==> src/rtl/dram_arbiter.sv <==
// Arbitrates the single data-memory port between the CPU (priority) and a debug/loader master.
// Optional statistics counters are enabled by defining ARB_STATS_EN.
module dram_arbiter #(
  parameter int unsigned MAX_WAIT = 4
) (
  input  logic        clk,
  input  logic        rst,
  input  logic        cpu_req,
  input  logic        cpu_we,
  input  logic [31:0] cpu_adr,
  input  logic [31:0] cpu_wdin,
  output logic [31:0] cpu_rd,
  output logic        cpu_stall,
  input  logic        dbg_req,
  input  logic        dbg_we,
  input  logic [31:0] dbg_adr,
  input  logic [31:0] dbg_wdin,
  output logic [31:0] dbg_rd,
  output logic        dbg_ack,
  output logic [31:0] dram_adr,
  output logic [31:0] dram_wdin,
  output logic        dram_we,
  input  logic [31:0] dram_rd,
  output logic [31:0] stat_cpu_cnt,
  output logic [31:0] stat_dbg_cnt,
  output logic [31:0] stat_stall_cnt
);

  localparam int unsigned DW = 32;
  localparam int unsigned CW = 4;
  localparam logic [CW-1:0] MAX_W = CW'(MAX_WAIT);

  typedef enum logic {
    D_IDLE = 1'b0,
    D_ACK  = 1'b1
  } dstate_t;

  dstate_t       r_state;
  dstate_t       w_state_nxt;
  logic [CW-1:0] r_wait_cnt;
  logic [CW-1:0] w_wait_cnt_nxt;
  logic [DW-1:0] r_dbg_rd;
  logic [DW-1:0] w_dbg_rd_nxt;
  logic          r_dbg_ack;
  logic          w_dbg_gnt;

  // State register; a reset drops any in-flight debug access without an ack.
  always_ff @(posedge clk) begin
    if (rst) begin
      r_state    <= D_IDLE;
      r_wait_cnt <= '0;
      r_dbg_rd   <= '0;
      r_dbg_ack  <= 1'b0;
    end else begin
      r_state    <= w_state_nxt;
      r_wait_cnt <= w_wait_cnt_nxt;
      r_dbg_rd   <= w_dbg_rd_nxt;
      r_dbg_ack  <= w_dbg_gnt;
    end
  end

  // Grant decision, port steering and next-state logic.
  always_comb begin
    w_state_nxt    = r_state;
    w_wait_cnt_nxt = r_wait_cnt;
    w_dbg_rd_nxt   = r_dbg_rd;
    w_dbg_gnt      = (r_state == D_IDLE) && dbg_req &&
                     (!cpu_req || (r_wait_cnt == MAX_W)) && !rst;
    dram_adr       = cpu_adr;
    dram_wdin      = cpu_wdin;
    dram_we        = cpu_we && cpu_req;
    cpu_stall      = w_dbg_gnt && cpu_req;

    if (w_dbg_gnt) begin
      dram_adr  = dbg_adr;
      dram_wdin = dbg_wdin;
      dram_we   = dbg_we;
    end

    case (r_state)
      D_IDLE: begin
        if (w_dbg_gnt) begin
          w_dbg_rd_nxt   = dram_rd;
          w_wait_cnt_nxt = '0;
          w_state_nxt    = D_ACK;
        end else if (dbg_req) begin
          if (r_wait_cnt < MAX_W) begin
            w_wait_cnt_nxt = r_wait_cnt + CW'(1);
          end
        end else begin
          w_wait_cnt_nxt = '0;
        end
      end
      D_ACK: begin
        w_state_nxt = D_IDLE;
      end
      default: begin
        w_state_nxt = D_IDLE;
      end
    endcase
  end

  assign cpu_rd  = dram_rd;
  assign dbg_rd  = r_dbg_rd;
  assign dbg_ack = r_dbg_ack;

`ifdef ARB_STATS_EN
  logic [DW-1:0] r_stat_cpu_cnt;
  logic [DW-1:0] r_stat_dbg_cnt;
  logic [DW-1:0] r_stat_stall_cnt;

  // Free-running wrap-around usage counters.
  always_ff @(posedge clk) begin
    if (rst) begin
      r_stat_cpu_cnt   <= '0;
      r_stat_dbg_cnt   <= '0;
      r_stat_stall_cnt <= '0;
    end else begin
      if (cpu_req && !cpu_stall) r_stat_cpu_cnt <= r_stat_cpu_cnt + DW'(1);
      if (w_dbg_gnt)             r_stat_dbg_cnt <= r_stat_dbg_cnt + DW'(1);
      if (cpu_stall)             r_stat_stall_cnt <= r_stat_stall_cnt + DW'(1);
    end
  end

  assign stat_cpu_cnt   = r_stat_cpu_cnt;
  assign stat_dbg_cnt   = r_stat_dbg_cnt;
  assign stat_stall_cnt = r_stat_stall_cnt;
`else
  assign stat_cpu_cnt   = '0;
  assign stat_dbg_cnt   = '0;
  assign stat_stall_cnt = '0;
`endif

endmodule

==> config.mk <==
export PLATFORM = sky130hd
export DESIGN_NAME = dram_arbiter
export DESIGN_NICKNAME = d
export VERILOG_FILES = /design/src/rtl/dram_arbiter.sv
export SDC_FILE = /design/constraint.sdc
export NUM_CORES = 1
export LEC_CHECK = 0
export CAP_MARGIN = 0
export CORE_AREA = 2 2 151 153
export CTS_BUF_LIST = sky130_fd_sc_hd__clkbuf_2 sky130_fd_sc_hd__clkbuf_4 sky130_fd_sc_hd__clkbuf_8
export CTS_CLUSTER_DIAMETER = 80
export DETAILED_ROUTE_END_ITERATION = 10
export DIE_AREA = 0 0 153 155
export SYNTH_ARGS = -nofsm -noshare
export SYNTH_HDL_FRONTEND = slang
export SYNTH_SLANG_ARGS = --single-unit
==> constraint.sdc <==
create_clock -name clk -period 2.19 [get_ports clk]
set_input_delay 0.657 -clock clk [delete_from_list [all_inputs] [get_ports clk]]
set_output_delay 0.657 -clock clk [all_outputs]
set_load 0.03 [all_outputs]
Word level (Yosys, flattened, before mapping)
Index checks and enable logic that the tools add are counted.

Flip-flop bits (word level): 38. Bits in latches: 0. Memory bits (writable): 0. Bits in read-only memories: 0. Output and inout port bits: 227. Memories kept: 0.

Add/subtract/negate cells: 1. Multipliers: 0. Divide/modulo/power cells: 0. Magnitude comparators: 1. Eq/ne operators: 2. Shift-type cells: 0. Multiplexer cells: 8. Bitwise logic cells: 1. Reductions and logical operators: 10.

Operators by type and width (count): $mux W32 (2); $mux W4 (3); $logic_and A1 B1 Y1 (5); $add A4 B1 Y4 const B (1); $eq A4 B3 Y1 const B (1); $lt A4 B3 Y1 const B (1); $reduce_and A2 Y1 (2); $ne A3 B1 Y1 const B (1); $logic_not A1 Y1 (2); $mux W1 (2); $pmux W1 S2 (1); $logic_or A1 B1 Y1 (1); $not A1 Y1 (1).

Logic depth before layout (Yosys ltp)
Gate-level depths: netlist (run 1).

Depth in word-level cells: 6. Gate-level depth with buffers: 10. Depth with buffers taken out: 7.

Worst setup path before layout (run 1)
Ideal clock, no wire load.

Path type: input port to output port. Start: in rst. End: out dram_adr[25]. Arrival time: 1697 ps. Required time: 1533 ps. Path slack: -164 ps. Stages on the path: 8. Cell sequence: nor3b_2 > a21bo_1 > buf_6 > inv_6 > buf_8 > buf_6 > nand2_1 > nand2_1.

Word-level cells in the longest chain between the ends: 3.

Ends and longest elaborated chain: from (decl) (RTL line 7) `input logic rst,`; $logic_not A1 Y1 (RTL line 68) `(!cpu_req || (r_wait_cnt == MAX_W)) && !rst;`; $logic_and A1 B1 Y1 (RTL line 68); $mux W32 (RTL line 74) `if (w_dbg_gnt) begin`; to (decl) (RTL line 20) `output logic [31:0] dram_adr,`.

Every way passes these cells.

Worst setup path in the final report (run 1)
Start: reg r_wait_cnt[0]. End: out dram_wdin[23].

Word-level cells in the longest chain between the ends: 5.

Ends and longest elaborated chain: from (decl) (RTL line 40) `logic [CW-1:0] r_wait_cnt;`; from (signal assigned) (RTL line 56) `r_wait_cnt <= w_wait_cnt_nxt;`; $eq A4 B3 Y1 (RTL line 68); $logic_or A1 B1 Y1 (RTL line 68); $logic_and A1 B1 Y1 (RTL line 67) `w_dbg_gnt = (r_state == D_IDLE) && dbg_req &&`; $logic_and A1 B1 Y1 (RTL line 68); $mux W32 (RTL line 74); to (decl) (RTL line 21) `output logic [31:0] dram_wdin,`.

Every way passes these cells.

==> flow_summary.ini, run 1 <==
[timing]
worst_slack_ns = -0.450
hold_viol_final = 0
fmax_ghz = 0.379
fin_crit_sh = 1.21
slew_viol_final = 0
setup-violations-final = 66
hold_ws_ns = 0.454
min_period_ns = 2.64
finClkSkew_ns = 0.00539
rsz0062_at_grt = yes

[critical_path]
critPathKind = reg2out
cp-end-kind = output pin
critPathMaxFanout = 5
start_kind = flip-flop
reg2reg_slack_ns = 0.19
cp.arrival_ns = 1.98
crit_required_ns = 1.53

[synthesis]
synth_area_per_cell_um2 = 6.31
netlist_instances = 508
synth_cell_type_count = 23
ys_seq_area_frac = 0.237
syn_area_um2 = 3200
async_flop_share = 0
synth-seq-cells = 38
ys.warnings.count = 0
synthFlopType = dfxtp_1
synth_edf_count = 0

[placed_design]
gp_congestion = 0.698
pre_cts_ws_ns = -0.695
placed_cells = 1056
dp_hpwl_um = 9710
numPortBuffers = 296

[finish]
insertedDiodeCount = 0
area_growth_syn_to_layout_pct = 130
fin_cells = 1085
nets = 967
post-route-util = 0.332
layout-drive-gt1-share = 0.410

[die]
num_io_pins = 393
die_area_um2 = 23700
die-width_um = 153
initial_utilization = 0.144
rows = 55
die_y_um = 155
core_um2 = 22200

[status]
status = finished with violations
violations = setup timing

[clock_network]
cts_sinks = 38
clk_path_buf_depth = 2
cts_hold_buf = 0
clk_latency_ns = 0.31
clkTransAtPathRegs_ns = 0.08
cts_tree = done
ctsHtreeMaxLevel = 2
cts_made_buffers = 5
root_buffer = clkbuf_8

[global_route]
grt_usage = 0.104
grt_pass1_vias = 3706
grt_first_pass_wirelength_um = 19600
grt_remaining_overflow = 0
grt_max_degree = 37
antenna_found_initial = 0

[power_and_ir_drop]
p_leak_nw = 3.34
ir_worst_vdd_mv = 0.206
power_density_nw_per_um2 = 389
power_mw = 2.87

[routing]
drt-total-wl_um = 14100
drc = 0
wl_per_cell_um = 13.0
dr.pass1.iters = 4
vias = 3885
ant_nets = 0
vias_per_cell = 3.58
drtIter0Drc = 72

[min_path]
hp-class = reg2reg

[job]
max-cap-violations = 0
==> what timing repair did <==
action / CTS / global route
pin swaps: 17 / 14
setup endpoints to repair: 67 / 66
gates cloned: 6 / 3
setup buffers: 14 / 1
gates resized for setup: 90 / 123
==> sequential cells by signal, summed over array words and instances (netlist names) <==
signal	flops
dbg_ack	1
dbg_rd	32
r_state	1
r_wait_cnt	4
==> metal layers <==
| layer | wire length (um) | vias to the layer above | GRT usage |
|---|---|---|---|
| li1 | - | 1927 | - |
| met1 | 5430 | 1751 | 0.119 |
| met2 | 7380 | 197 | 0.191 |
| met3 | 1170 | 10 | 0.0326 |
| met4 | 122 | 0 | 0.0216 |
| met5 | 0 | - | 0 |
==> final timing paths <==
path / endpoint / cells past startpoint / start
max: dram_wdin[23] / 10 / r_wait_cnt[0]
min reg2reg: dbg_rd[7] / 2 / dbg_rd[7]
max reg2reg: dbg_rd[5] / 10 / r_wait_cnt[0]
min: dbg_rd[7] / 2 / dbg_rd[7]
==> through the flow <==
step	setup TNS (ns)	cell area [um^2]
final	-25.67	7370
after global routing	-31.63	7370
after CTS	-26.86	6950
after detailed placement	-52.39	6270
after global placement	-51.72	6270
after floorplan	-3.24	4060
==> cells in the mapped netlist, types with 3 or more instances <==
master / number / share of area
nand2_1: 258 / 0.30
buf_4: 128 / 0.30
dfxtp_1: 38 / 0.24
a21oi_1: 33 / 0.052
buf_2: 9 / 0.014
clkbuf_1: 8 / 0.0094
buf_6: 7 / 0.025
inv_1: 4 / 0.0047
nand2b_1: 3 / 0.0059
==> cell usage in the layout, fill, tap and decap left out, drive strengths merged, types with 3 or more instances in the layout <==
cell           Yosys  routed
clkdlybuf4s50      0     195
dfxtp             38      38
nand2            258     258
nand2b             3       3
nor3b              3       3
conb               1      96
buf              145     143
a21oi             33      33
inv                5       5
clkbuf             8       8
==> critical path, stage by stage, from the launching register on <==
cell and delay [ns]:
dfxtp_2 0.33, inv_2 0.07, ha_4 0.13, nand3b_1 0.15, a21bo_4 0.32, buf_12 0.15, buf_12 0.13, buf_16 0.15
nand2_4 0.06, nand2_4 0.05, buf_12 0.13
==> power by group <==
group,internal [mW],switching (mW),total [mW]
clock network,0.254,0.284,0.538
registers,0.712,0.0107,0.723
logic,0.699,0.908,1.61
==> layout make-up <==
cell class	count	area [um^2]
Clock buffer	6	82.6
Tap cell	285	357
Sequential cell	38	763
Timing Repair inverter	1	16.3
Inverter	5	31.3
Timing Repair Buffer	341	3500
Multi-Input combinational cell	407	2610
Clock inverter	2	12.5
Fill cell	2321	14900
==> logic make-up after synthesis <==
family,synth area share
AND/OR/NAND/NOR,0.325
buffers and inverters,0.360
AO/OA/AOI/OAI,0.0687
flip-flops,0.237
adder cells (fa/ha/maj),0.00781
other,0.00117
Power figures use the tool's default switching activity.
==> run 2, diff against run 1 <==
--- a/config.mk
+++ b/config.mk
@@ -5,7 +5,7 @@
 export SDC_FILE = /design/constraint.sdc
 export NUM_CORES = 1
 export LEC_CHECK = 0
-export CAP_MARGIN = 0
+export CAP_MARGIN = 20
 export CORE_AREA = 2 2 151 153
 export CTS_BUF_LIST = sky130_fd_sc_hd__clkbuf_2 sky130_fd_sc_hd__clkbuf_4 sky130_fd_sc_hd__clkbuf_8
 export CTS_CLUSTER_DIAMETER = 80
==> results of run 2 <==
Final layout, timing and power as in run 1 (identical DEF).
